File: src/rtl/tx_config.sv
// Purpose: write-back instruction decoder; configures obuf drain, issues DDR write command(s), counts beats, reports done.
// Latency: accept -> conf/cmd valid next cycle; done pulse the cycle after the final beat; ready again the cycle after the pulse.
// Backpressure: one instruction in flight; conf and cmd valids each held until their own handshake; option TX_BURST_SPLIT_EN splits into MAX_BURST-beat commands.
module tx_config #(
    parameter int PE_NUM     = 32,
    parameter int INST_W     = 64,
    parameter int BEAT_BYTES = 64,
    parameter int MAX_BURST  = 16
) (
    input  logic              clk,
    input  logic              rst_n,
    input  logic [3:0]        layer_type,
    input  logic              ins_valid,
    output logic              ins_ready,
    input  logic [INST_W-1:0] ins,
    output logic              obuf_conf_valid,
    input  logic              obuf_conf_ready,
    output logic [3:0]        obuf_conf_mode,
    output logic [15:0]       obuf_conf_trans_num,
    output logic [PE_NUM-1:0] obuf_conf_mask,
    output logic              ddr_cmd_valid,
    input  logic              ddr_cmd_ready,
    output logic [31:0]       ddr_cmd_addr,
    output logic [15:0]       ddr_cmd_len,
    input  logic              beat_valid,
    input  logic              beat_ready,
    output logic              tx_done_pulse,
    output logic [3:0]        tx_done_opcode,
    output logic [5:0]        tx_done_buf_id,
    output logic              busy
);

    typedef enum logic [1:0] {IDLE, CONF, XFER, DONE} state_t;

    state_t            state_q, state_d;
    logic [3:0]        opcode_q, opcode_d;
    logic [5:0]        buf_id_q, buf_id_d;
    logic [11:0]       p_size_q, p_size_d;
    logic [31:0]       addr_q, addr_d;
    logic [15:0]       len_q, len_d;
    logic [PE_NUM-1:0] mask_q, mask_d;
    logic [3:0]        mode_q, mode_d;
    logic [11:0]       cnt_q, cnt_d;
    logic              conf_vld_q, conf_vld_d;
    logic              cmd_vld_q, cmd_vld_d;
    logic [3:0]        done_opcode_q, done_opcode_d;
    logic [5:0]        done_buf_id_q, done_buf_id_d;

    // Instruction field decode
    logic [3:0]        in_opcode;
    logic [5:0]        in_buf_id;
    logic [11:0]       in_p_size;
    logic [31:0]       in_addr;
    logic [7:0]        nib_shift;
    logic [PE_NUM-1:0] in_mask;
    logic [15:0]       first_len;
    logic              unused_ins_bits;

    assign in_opcode = ins[61:58];
    assign in_buf_id = ins[57:52];
    assign in_p_size = ins[51:40];
    assign in_addr   = ins[31:0];
    assign nib_shift = {in_buf_id, 2'b00};
    // Shifts past PE_NUM fall off the top, giving the required truncation.
    assign in_mask   = layer_type[0] ? (PE_NUM'(1) << in_buf_id) : (PE_NUM'(4'hF) << nib_shift);
    assign unused_ins_bits = ^{ins[INST_W-1:62], ins[39:32]};

`ifdef TX_BURST_SPLIT_EN
    localparam logic [11:0] MAX_LEN = 12'(MAX_BURST);

    // Beat index at which the currently issued command ends.
    logic [11:0] burst_end_q, burst_end_d;
    logic [11:0] next_len;

    function automatic logic [11:0] burst_len(input logic [11:0] rem);
        return (rem > MAX_LEN) ? MAX_LEN : rem;
    endfunction

    assign first_len = {4'b0, burst_len(in_p_size)};
    assign next_len  = burst_len(p_size_q - burst_end_q);
`else
    assign first_len = {4'b0, in_p_size};
`endif

    // Next-state, capture and handshake bookkeeping
    always_comb begin
        state_d       = state_q;
        opcode_d      = opcode_q;
        buf_id_d      = buf_id_q;
        p_size_d      = p_size_q;
        addr_d        = addr_q;
        len_d         = len_q;
        mask_d        = mask_q;
        mode_d        = mode_q;
        cnt_d         = cnt_q;
        conf_vld_d    = conf_vld_q;
        cmd_vld_d     = cmd_vld_q;
        done_opcode_d = done_opcode_q;
        done_buf_id_d = done_buf_id_q;
`ifdef TX_BURST_SPLIT_EN
        burst_end_d   = burst_end_q;
`endif
        case (state_q)
            IDLE: begin
                if (ins_valid) begin
                    opcode_d = in_opcode;
                    buf_id_d = in_buf_id;
                    p_size_d = in_p_size;
                    addr_d   = in_addr;
                    len_d    = first_len;
                    mask_d   = in_mask;
                    mode_d   = layer_type;
                    cnt_d    = '0;
`ifdef TX_BURST_SPLIT_EN
                    burst_end_d = first_len[11:0];
`endif
                    if (in_p_size == 12'd0) begin
                        state_d       = DONE;
                        done_opcode_d = in_opcode;
                        done_buf_id_d = in_buf_id;
                    end else begin
                        state_d    = CONF;
                        conf_vld_d = 1'b1;
                        cmd_vld_d  = 1'b1;
                    end
                end
            end
            CONF: begin
                if (obuf_conf_ready) conf_vld_d = 1'b0;
                if (ddr_cmd_ready)   cmd_vld_d  = 1'b0;
                if ((!conf_vld_q || obuf_conf_ready) && (!cmd_vld_q || ddr_cmd_ready))
                    state_d = XFER;
            end
            XFER: begin
                if (ddr_cmd_ready) cmd_vld_d = 1'b0;
                if (beat_valid && beat_ready) begin
                    cnt_d = cnt_q + 12'd1;
                    if (cnt_d == p_size_q) begin
                        state_d       = DONE;
                        done_opcode_d = opcode_q;
                        done_buf_id_d = buf_id_q;
                    end
`ifdef TX_BURST_SPLIT_EN
                    else if (cnt_d == burst_end_q) begin
                        cmd_vld_d   = 1'b1;
                        addr_d      = addr_q + 32'(len_q) * 32'(BEAT_BYTES);
                        len_d       = {4'b0, next_len};
                        burst_end_d = burst_end_q + next_len;
                    end
`endif
                end
            end
            DONE: begin
                state_d = IDLE;
            end
            default: state_d = IDLE;
        endcase
    end

    // State and captured-field registers
    always_ff @(posedge clk or negedge rst_n) begin
        if (!rst_n) begin
            state_q       <= IDLE;
            opcode_q      <= '0;
            buf_id_q      <= '0;
            p_size_q      <= '0;
            addr_q        <= '0;
            len_q         <= '0;
            mask_q        <= '0;
            mode_q        <= '0;
            cnt_q         <= '0;
            conf_vld_q    <= 1'b0;
            cmd_vld_q     <= 1'b0;
            done_opcode_q <= '0;
            done_buf_id_q <= '0;
`ifdef TX_BURST_SPLIT_EN
            burst_end_q   <= '0;
`endif
        end else begin
            state_q       <= state_d;
            opcode_q      <= opcode_d;
            buf_id_q      <= buf_id_d;
            p_size_q      <= p_size_d;
            addr_q        <= addr_d;
            len_q         <= len_d;
            mask_q        <= mask_d;
            mode_q        <= mode_d;
            cnt_q         <= cnt_d;
            conf_vld_q    <= conf_vld_d;
            cmd_vld_q     <= cmd_vld_d;
            done_opcode_q <= done_opcode_d;
            done_buf_id_q <= done_buf_id_d;
`ifdef TX_BURST_SPLIT_EN
            burst_end_q   <= burst_end_d;
`endif
        end
    end

    assign ins_ready           = (state_q == IDLE);
    assign busy                = (state_q != IDLE);
    assign obuf_conf_valid     = conf_vld_q;
    assign obuf_conf_mode      = mode_q;
    assign obuf_conf_trans_num = {4'b0, p_size_q};
    assign obuf_conf_mask      = mask_q;
    assign ddr_cmd_valid       = cmd_vld_q;
    assign ddr_cmd_addr        = addr_q;
    assign ddr_cmd_len         = len_q;
    assign tx_done_pulse       = (state_q == DONE);
    assign tx_done_opcode      = done_opcode_q;
    assign tx_done_buf_id      = done_buf_id_q;

endmodule

File: config.mk
export PLATFORM = sky130hd
export DESIGN_NAME = tx_config
export DESIGN_NICKNAME = d
export VERILOG_FILES = /design/src/rtl/tx_config.sv
export SDC_FILE = /design/constraint.sdc
export NUM_CORES = 1
export LEC_CHECK = 0
export CORE_MARGIN = 5
export CORE_UTILIZATION = 30
export DETAILED_ROUTE_END_ITERATION = 10
export PLACE_DENSITY = 0.67
export SKIP_CTS_REPAIR_TIMING = 1
export SYNTH_ARGS = -nofsm -noshare
export SYNTH_HDL_FRONTEND = slang
export SYNTH_SLANG_ARGS = --single-unit
File: constraint.sdc
create_clock -name clk -period 5.82 [get_ports clk]
set_input_delay 1.164 -clock clk [delete_from_list [all_inputs] [get_ports clk]]
set_output_delay 1.164 -clock clk [all_outputs]
set_load 0.01 [all_outputs]
==> out/metrics.cfg <==
[outcome]
outcome = finished, final reports clean

[global_route]
grt_max_degree = 92
antenna_found_initial = 1
grt_pass1_wl_um = 25010
first_global_vias = 4630
grt_use_total_pct = 14.52
grt_overflow_total = 0

[setup_path]
path_class = in -> reg
r2r_slack_ps = 3180
worst-path-max-fanout = 10
crit_path_end = tx_done_buf_id[2]$_DFFE_PN0P_
crit_buf_inv = 1
start_kind = input pin
cp_common_cell = nor2_1
cp-startpoint = ins[40]
r2r-start = p_size_q[9]$_DFFE_PN0P_
reg2reg_to = state_q[1]$_DFFE_PN0P_
path_delay_family = simple AND/OR/NAND/NOR gates
ff2ff_path_depth = 7
critPathRequiredTime_ps = 6160
crit_slowest_cell = nor2_1
worst-path-stages = 8
worstPathArrival_ps = 3470
cp-end-kind = flop
crit_chain = clkdlybuf4s50_1 > nor4_1 > nand3_1 > nor2_1 > a21oi_1 > nor2_1 > a22o_1 > a21o_1
cp_slowest_stage_delay_ps = 610

[logic_synthesis]
synth_top_area_share_pct = 52.49
async_flop_share_pct = 100.0
ys_top_cells_by_count = nand2_1 (219), dfrtp_1 (116), nor2_1 (55)
yosys.area.top_type = dfrtp_1
synth_area_mm2 = 0.005530
synth-edff-count = 0
yosys_warnings = 0
yosysSeqAreaShare_pct = 52.49
synth_area_leaders = dfrtp_1 (52%), nand2_1 (15%), nor2_1 (3.7%)
synth_top_flop_cell = dfrtp_1
yosysUniqueCellTypes = 47
synth_seq_cells = 116
synth.most_common_cell = nand2_1
avgSynthCellArea_um2 = 8.820
synthCells = 627

[cells_and_area]
drive_above_1_share_pct = 5.718
fillers = 1766
utilization_pct = 43.69
fin_nets = 855
synthToLayoutAreaGrowth_pct = 42.87
diodes = 0

[sta]
setup_viol = 0
tightest_slew_ps = 1029
fmax_mhz = 320.0
slew-limit-headroom_pct = 31.42
setup_tns_ps = 0
grt_setup_unrepaired = no
fin_crit_sh_pct = 53.69
slew_violations = 0
fin_skew_ps = 7.585
finalHoldViolations = 0
post-route-min-period_ps = 3125

[floorplanning]
die_w_um = 145.8
start_util_pct = 30.58
fp-row-count = 49
io_pins = 190
die_height_um = 145.8
die_area_mm2 = 0.02125
coreArea_mm2 = 0.01809

[min_path]
hold_class = reg -> reg
hp-start = ddr_cmd_addr[31]$_DFFE_PN0P_

[routing]
wl_per_cell_um = 15.14
wirelength_um = 15390
drt_first_pass_iters = 4
dr_total_vias = 4711
drc = 0
drtIter0Drc = 201
ant_nets = 0
vias_per_cell = 4.637

[placement]
gp_congestion = 0.8134
dpl.hpwl_um = 10750
port_buffers = 171

[power_and_ir_drop]
power_density_mw_per_mm2 = 542.1
power_leakage_uw = 0.003677
worst_ir_drop_vdd_mv = 0.2519

[flow_run]
max_cap_violations = 0

[clock_tree]
cts_num_sinks = 116
clockRootBuffer = clkbuf_16
cts_tree = yes
clkSlewWorstSetupHoldPaths_ps = 50
clock_latency_ps = 410
clockBufferDepth = 2
numCtsBuffers = 17
htree_levels = 4

## worst register-to-register path, stage by stage, from the launching register on
cell and delay [ps]:
dfrtp_1 440, xor2_1 300, mux2_1 360, or3_1 330, a221oi_2 270, nand3_1 170, a221oi_2 300, mux2_1 350
## logic make-up after synthesis
family	share of synthesized area (%)
AND/OR/NAND/NOR	24.10
flip-flops	52.49
AO/OA/AOI/OAI	12.40
buffers and inverters	5.860
XOR/XNOR	2.376
multiplexers	1.357
adder cells (fa/ha/maj)	1.357
other	0.06781
## per-layer routing
metal	global-route usage, %	part of all wire, %	vias up
li1	-	-	2325
met1	18.64	45	2257
met2	22.66	47	112
met3	5.543	6.6	15
met4	4.653	1.6	2
met5	0	0.084	-
## worst min path at each step
stage	to	slack [ps]	cells after the start
4_1_cts	ddr_cmd_addr[14]$_DFFE_PN0P_	480	2
2_1_floorplan	buf_id_q[2]$_DFFE_PN0P_	450	2
6_report	ddr_cmd_addr[31]$_DFFE_PN0P_	470	2
5_1_grt	ddr_cmd_addr[5]$_DFFE_PN0P_	490	2
3_3_place_gp	ddr_cmd_addr[16]$_DFFE_PN0P_	460	2
3_5_place_dp	ddr_cmd_addr[14]$_DFFE_PN0P_	460	2
## layout by cell type, fill, tap and decap left out, types with 9 or more instances in the layout
master and instances:
nand2_1 218, inv_1 9, nor2_1 55, a21o_1 16
nor3_1 10, clkdlybuf4s50_1 170, dfrtp_1 116, clkbuf_16 17
a21oi_1 39, a22o_1 21
## stage by stage
stage                     setup slack [ps]  area [um2]  hold WS (ps)  total power [uW]  cells
after floorplan                       3154        5557         446.6              2296    634
after global placement                2344        7282         457.6              3219    984
after detailed placement              2306        7282         461.4              3243    984
after CTS                             2706        7901         475.8              4356   1016
after global routing                  2545        7901         491.8              4581   1016
final                                 2695        7901         471.0              4283   1016
## cell type report
type / count / area, um2 / area share, %
tap: 229 / 286.5 / 3.626
clock buffer: 21 / 470.5 / 5.954
multi-input combinational: 457 / 2335 / 29.55
timing repair buffer: 173 / 1724 / 21.82
sequential: 116 / 2903 / 36.74
clock inverter: 11 / 148.9 / 1.884
inverter: 9 / 33.78 / 0.4276
## state kept, by name, summed over array words and instances, names as in the netlist
signal,count
buf_id_q,6
cnt_q,12
ddr_cmd_addr,32
ddr_cmd_valid,1
obuf_conf_mask,32
obuf_conf_mode,4
obuf_conf_valid,1
opcode_q,4
p_size_q,12
state_q,2
tx_done_buf_id,6
tx_done_opcode,4
## power by group
part	switching, uW	internal [uW]
logic	869	929
clock network	374	708
registers	243	1160
total	1490	2800
Note: power is estimated with default switching activity, not from simulation.
==> RTL change 1 (same flow settings) <==
The option `TX_BURST_SPLIT_EN` is turned on by a define.
--- a/src/rtl/tx_config.sv
+++ b/src/rtl/tx_config.sv
@@ -2,4 +2,6 @@
 // Latency: accept -> conf/cmd valid next cycle; done pulse the cycle after the final beat; ready again the cycle after the pulse.
 // Backpressure: one instruction in flight; conf and cmd valids each held until their own handshake; option TX_BURST_SPLIT_EN splits into MAX_BURST-beat commands.
+`define TX_BURST_SPLIT_EN
+
 module tx_config #(
     parameter int PE_NUM     = 32,
Formal check against the unedited RTL: not equivalent (Yosys sat finds a counterexample within 4 cycles, from zero or initial values and one cycle with rst_n low).
==> RTL change 1 against the original RTL <==
Final cell count is 54% higher. Worst setup slack lost 1.8 ns. Area after synthesis rose by 59%. First-iteration DRC count rose by 140%. Critical path type is now register to register. Sequential cell count up 24. Routed wire length up 71%. Largest power group unchanged. Design area up 44%. Utilization decreased by 4.1 points. Total power rose by 42%.
==> RTL change 1: results (changes against the original RTL) <==
| Metric | Value |
|---|---|
| Outcome | finished clean (unchanged) |
| Post-DP HPWL | 19400 µm (was 10800 µm) |
| Synth Instances | 1010 (was 627) |
| First-iteration detailed-routing DRC count | 473 (was 201) |
| IR drop worst, VDD | 0.000250 V (was 0.000252 V) |
| First-pass GRT wire length | 42500 µm (was 25000 µm) |
| Reg-to-reg slack, setup | 0.90 ns (was 3.18 ns) |
| First-pass iteration count of the detailed router | 6 (was 4) |
| Avg WL per Cell | 16.9 µm (was 15.1 µm) |
| Comb power | 3.24 mW (was 1.80 mW) |
| GR Util All Layers | 0.158 (was 0.145) |
| Arr. time, crit path | 5.18 ns (was 3.47 ns) |
| Slew @ Worst Pin | 1.10 ns (was 1.03 ns) |
| Layout cells sized above 1 | 0.0526 (was 0.0572) |
| Non-Filler Instances | 1563 (was 1016) |
| Synth cell count leaders | nand2_1, dfrtp_1, nor2_1 (unchanged) |
| Seq power | 1.74 mW (was 1.40 mW) |
| Die X-Extent | 181 µm (was 146 µm) |
| Inst Count DP | 1531 (was 984) |
| Library cells used by synthesis | 80 (was 47) |
| Clk_skew | 0.0103 ns (was 0.00758 ns) |
| NetSw | 2.52 mW (was 1.49 mW) |
| Initial antenna violation count | 2 (was 1) |
| Crit Path Max Fanout | 8 (was 10) |
| Row cnt | 62 (was 49) |
-- RTL change 1: cell types whose count changed after synthesis, sizes merged, moves of 20 or more --
cell,before,now
a21oi,39,67
dfrtp,116,140
ha,6,38
inv,9,41
nand2,219,183
nand3,8,28
o21ai,8,73
-- RTL change 1: stage by stage --
step	worst slack, ns	instance area [µm²]	total power [mW]	hold slack (ns)	util
after floorplan	1.49	8830	3.71	0.445	-
after global placement	1.06	10800	4.91	0.460	0.376
after detailed placement	0.924	10800	4.99	0.464	0.376
after CTS	0.908	11400	6.12	0.479	0.396
after global routing	0.636	11400	6.54	0.499	0.396
final	0.897	11400	6.06	0.477	0.396
-- RTL change 1: cells by family (layout without fill, tap and decap cells) --
group / after synthesis / after routing / synth area share
fa+ha+maj: 41 / 41 / 0.0610
simple gates: 396 / 396 / 0.215
mux: 12 / 12 / 0.0137
compound gates: 272 / 272 / 0.203
buf+inv: 97 / 253 / 0.0494
flops: 140 / 140 / 0.399
xor+xnor: 51 / 51 / 0.0587
other cells: 1 / 14 / 0.000427
-- RTL change 1: layout make-up --
cell class	instances	area share
Timing Repair Buffer	180	0.156
Inverter	41	0.0135
Tap cell	384	0.0422
Sequential cell	140	0.308
Clock buffer	21	0.0395
Clock inverter	11	0.0104
Multi-Input combinational cell	786	0.430
-- RTL change 1: per-layer routing --
| metal | vias to the layer above | global-route usage | part of all wire |
|---|---|---|---|
| met3 | 26 | 0.0650 | 0.090 |
| met1 | 3836 | 0.197 | 0.43 |
| li1 | 3884 | - | - |
| met2 | 256 | 0.257 | 0.47 |
| met4 | 4 | 0.0351 | 0.013 |
| met5 | - | 0 | 0.00099 |
-- RTL change 1: worst max-delay path: stages (launching register included) --
cell       delay [ns]
dfrtp_1          0.51
ha_1             0.49
a21oi_1          0.10
o21ai_0          0.42
a2111oi_0        0.22
a211o_1          0.40
or4_1            0.61
nor2_1           0.14
ha_1             0.28
o21ai_0          0.22
or3_1            0.14
nor4_1           0.05
o41ai_1          0.68
o221ai_1         0.22
xnor2_1          0.19
o22ai_1          0.08
-- RTL change 1: final timing paths --
check                                                 end                    start  cells past startpoint
setup / recovery               burst_end_q[9]$_DFFE_PN0P_  p_size_q[6]$_DFFE_PN0P_                     15
hold reg to reg                   buf_id_q[0]$_DFFE_PN0P_  buf_id_q[0]$_DFFE_PN0P_                      2
min in group asynchronous  obuf_conf_mask[29]$_DFFE_PN0P_                    rst_n                      1
setup reg to reg               burst_end_q[9]$_DFFE_PN0P_  p_size_q[6]$_DFFE_PN0P_                     15
max in group asynchronous    ddr_cmd_addr[26]$_DFFE_PN0P_                    rst_n                      2
hold / removal                    buf_id_q[0]$_DFFE_PN0P_  buf_id_q[0]$_DFFE_PN0P_                      2
==> RTL change 2 (same flow settings) <==
Made on the original files. Take the reset off `buf_id_q`, `addr_q` and `done_buf_id_q` and load them in a clocked block of their own.
--- a/src/rtl/tx_config.sv
+++ b/src/rtl/tx_config.sv
@@ -163,7 +163,5 @@
             state_q       <= IDLE;
             opcode_q      <= '0;
-            buf_id_q      <= '0;
             p_size_q      <= '0;
-            addr_q        <= '0;
             len_q         <= '0;
             mask_q        <= '0;
@@ -173,5 +171,4 @@
             cmd_vld_q     <= 1'b0;
             done_opcode_q <= '0;
-            done_buf_id_q <= '0;
 `ifdef TX_BURST_SPLIT_EN
             burst_end_q   <= '0;
@@ -180,7 +177,5 @@
             state_q       <= state_d;
             opcode_q      <= opcode_d;
-            buf_id_q      <= buf_id_d;
             p_size_q      <= p_size_d;
-            addr_q        <= addr_d;
             len_q         <= len_d;
             mask_q        <= mask_d;
@@ -190,9 +185,14 @@
             cmd_vld_q     <= cmd_vld_d;
             done_opcode_q <= done_opcode_d;
-            done_buf_id_q <= done_buf_id_d;
 `ifdef TX_BURST_SPLIT_EN
             burst_end_q   <= burst_end_d;
 `endif
         end
+    end
+
+    always_ff @(posedge clk) begin
+        buf_id_q      <= buf_id_d;
+        addr_q        <= addr_d;
+        done_buf_id_q <= done_buf_id_d;
     end
 
Function: changed (Yosys sat finds a counterexample within 4 cycles, from zero or initial values and one cycle with rst_n low).
==> RTL change 2 against the original RTL <==
Design area down 2.8%. Clock skew hardly changed. Total power is 16% lower. Sequential cell count unchanged. Routed wire length fell by 5.4%. Worst setup slack worse by 0.20 ns. Clock power is 6% lower. Area after synthesis fell by 4.0%. Critical endpoint is now tx_done_buf_id[4]$_DFFE_PP_. Largest power group unchanged.
==> RTL change 2: results (changes against the original RTL) <==
| Metric | Value |
|---|---|
| Initial antenna violation count | 0 (was 1) |
| First-iteration detailed-routing DRC count | 206 (was 201) |
| Met3 GRT Util | 0.0492 (was 0.0554) |
| Reg-to-reg slack, setup | 2.56 ns (was 3.18 ns) |
| GR Util met1 | 0.182 (was 0.186) |
| Synth Instances | 509 (was 627) |
| Met2 usage | 0.246 (was 0.227) |
| Slowest stage delay, CP | 0.69 ns (was 0.61 ns) |
| Post-DP Area | 7100 µm² (was 7280 µm²) |
| Leak pwr | 3.06 nW (was 3.68 nW) |
| Synth cell count leaders | nand2_1, dfrtp_1, edfxtp_1 (was nand2_1, dfrtp_1, nor2_1) |
| Multiplexer share of the synthesized area | 0.0382 (was 0.0136) |
| Detailed-route wire length | 14600 µm (was 15400 µm) |
| Synth Area in Compound Gates | 0.0989 (was 0.124) |
| Pin count of the biggest net entering global routing | 73 (was 92) |
| Slew @ Worst Pin | 0.950 ns (was 1.03 ns) |
| Hold slack | 0.464 ns (was 0.471 ns) |
| Worst hold path endpoint | opcode_q[2]$_DFFE_PN0P_ (was ddr_cmd_addr[31]$_DFFE_PN0P_) |
| Main area contributors after synthesis | dfrtp_1, edfxtp_1, nand2_1 (was dfrtp_1, nand2_1, nor2_1) |
| Post-DP HPWL | 10500 µm (was 10800 µm) |
| R2R cell count | 5 (was 7) |
| Seq power | 1.29 mW (was 1.40 mW) |
| First-pass GRT wire length | 22900 µm (was 25000 µm) |
| Outcome | finished clean (unchanged) |
| Met1 WL | 6080 µm (was 6880 µm) |
| Tmin final | 3.33 ns (was 3.12 ns) |
| EDFF count, synth | 44 (was 0) |
| Worst reg2reg startpoint | state_q[0]$_DFFE_PN0P_ (was p_size_q[9]$_DFFE_PN0P_) |
| Hold Crit Start | opcode_q[2]$_DFFE_PN0P_ (was ddr_cmd_addr[31]$_DFFE_PN0P_) |
| Inst Count DP | 868 (was 984) |
| Detail Route met3 WL | 808 µm (was 1010 µm) |
| Non-Filler Instances | 900 (was 1016) |
| FF-to-FF End | tx_done_buf_id[4]$_DFFE_PP_ (was state_q[1]$_DFFE_PN0P_) |
| Final GP Congestion | 0.795 (was 0.813) |
## RTL change 2: cell types whose count changed after synthesis, sizes merged, moves of 14 or more
cell    unedited run  this run
o21ai              8        30
edfxtp             0        44
a22o              21         5
nand2            219       111
nor2              55        32
a21o              16         2
dfrtp            116        72
## RTL change 2: kinds of logic after synthesis
kind of cell	after synthesis
simple gates	205
flops	116
compound gates	88
buf+inv	54
xor+xnor	20
mux	19
fa+ha+maj	6
other cells	1
## RTL change 2: worst max-delay path: cells and delay by family
family,cells,cell delay [ns]
and+or+nand+nor,2,0.71
buffers and inverters,1,0.42
AOI/OAI and AO/OA,2,1.10
## RTL change 2: final cells by class
cell class	instances	area, µm²
inverter	8	30.0
tap	225	282
multi-input combinational	346	1930
clock inverter	10	98.8
fill	1675	9680
sequential	116	3120
clock buffer	22	485
timing repair buffer	173	1740
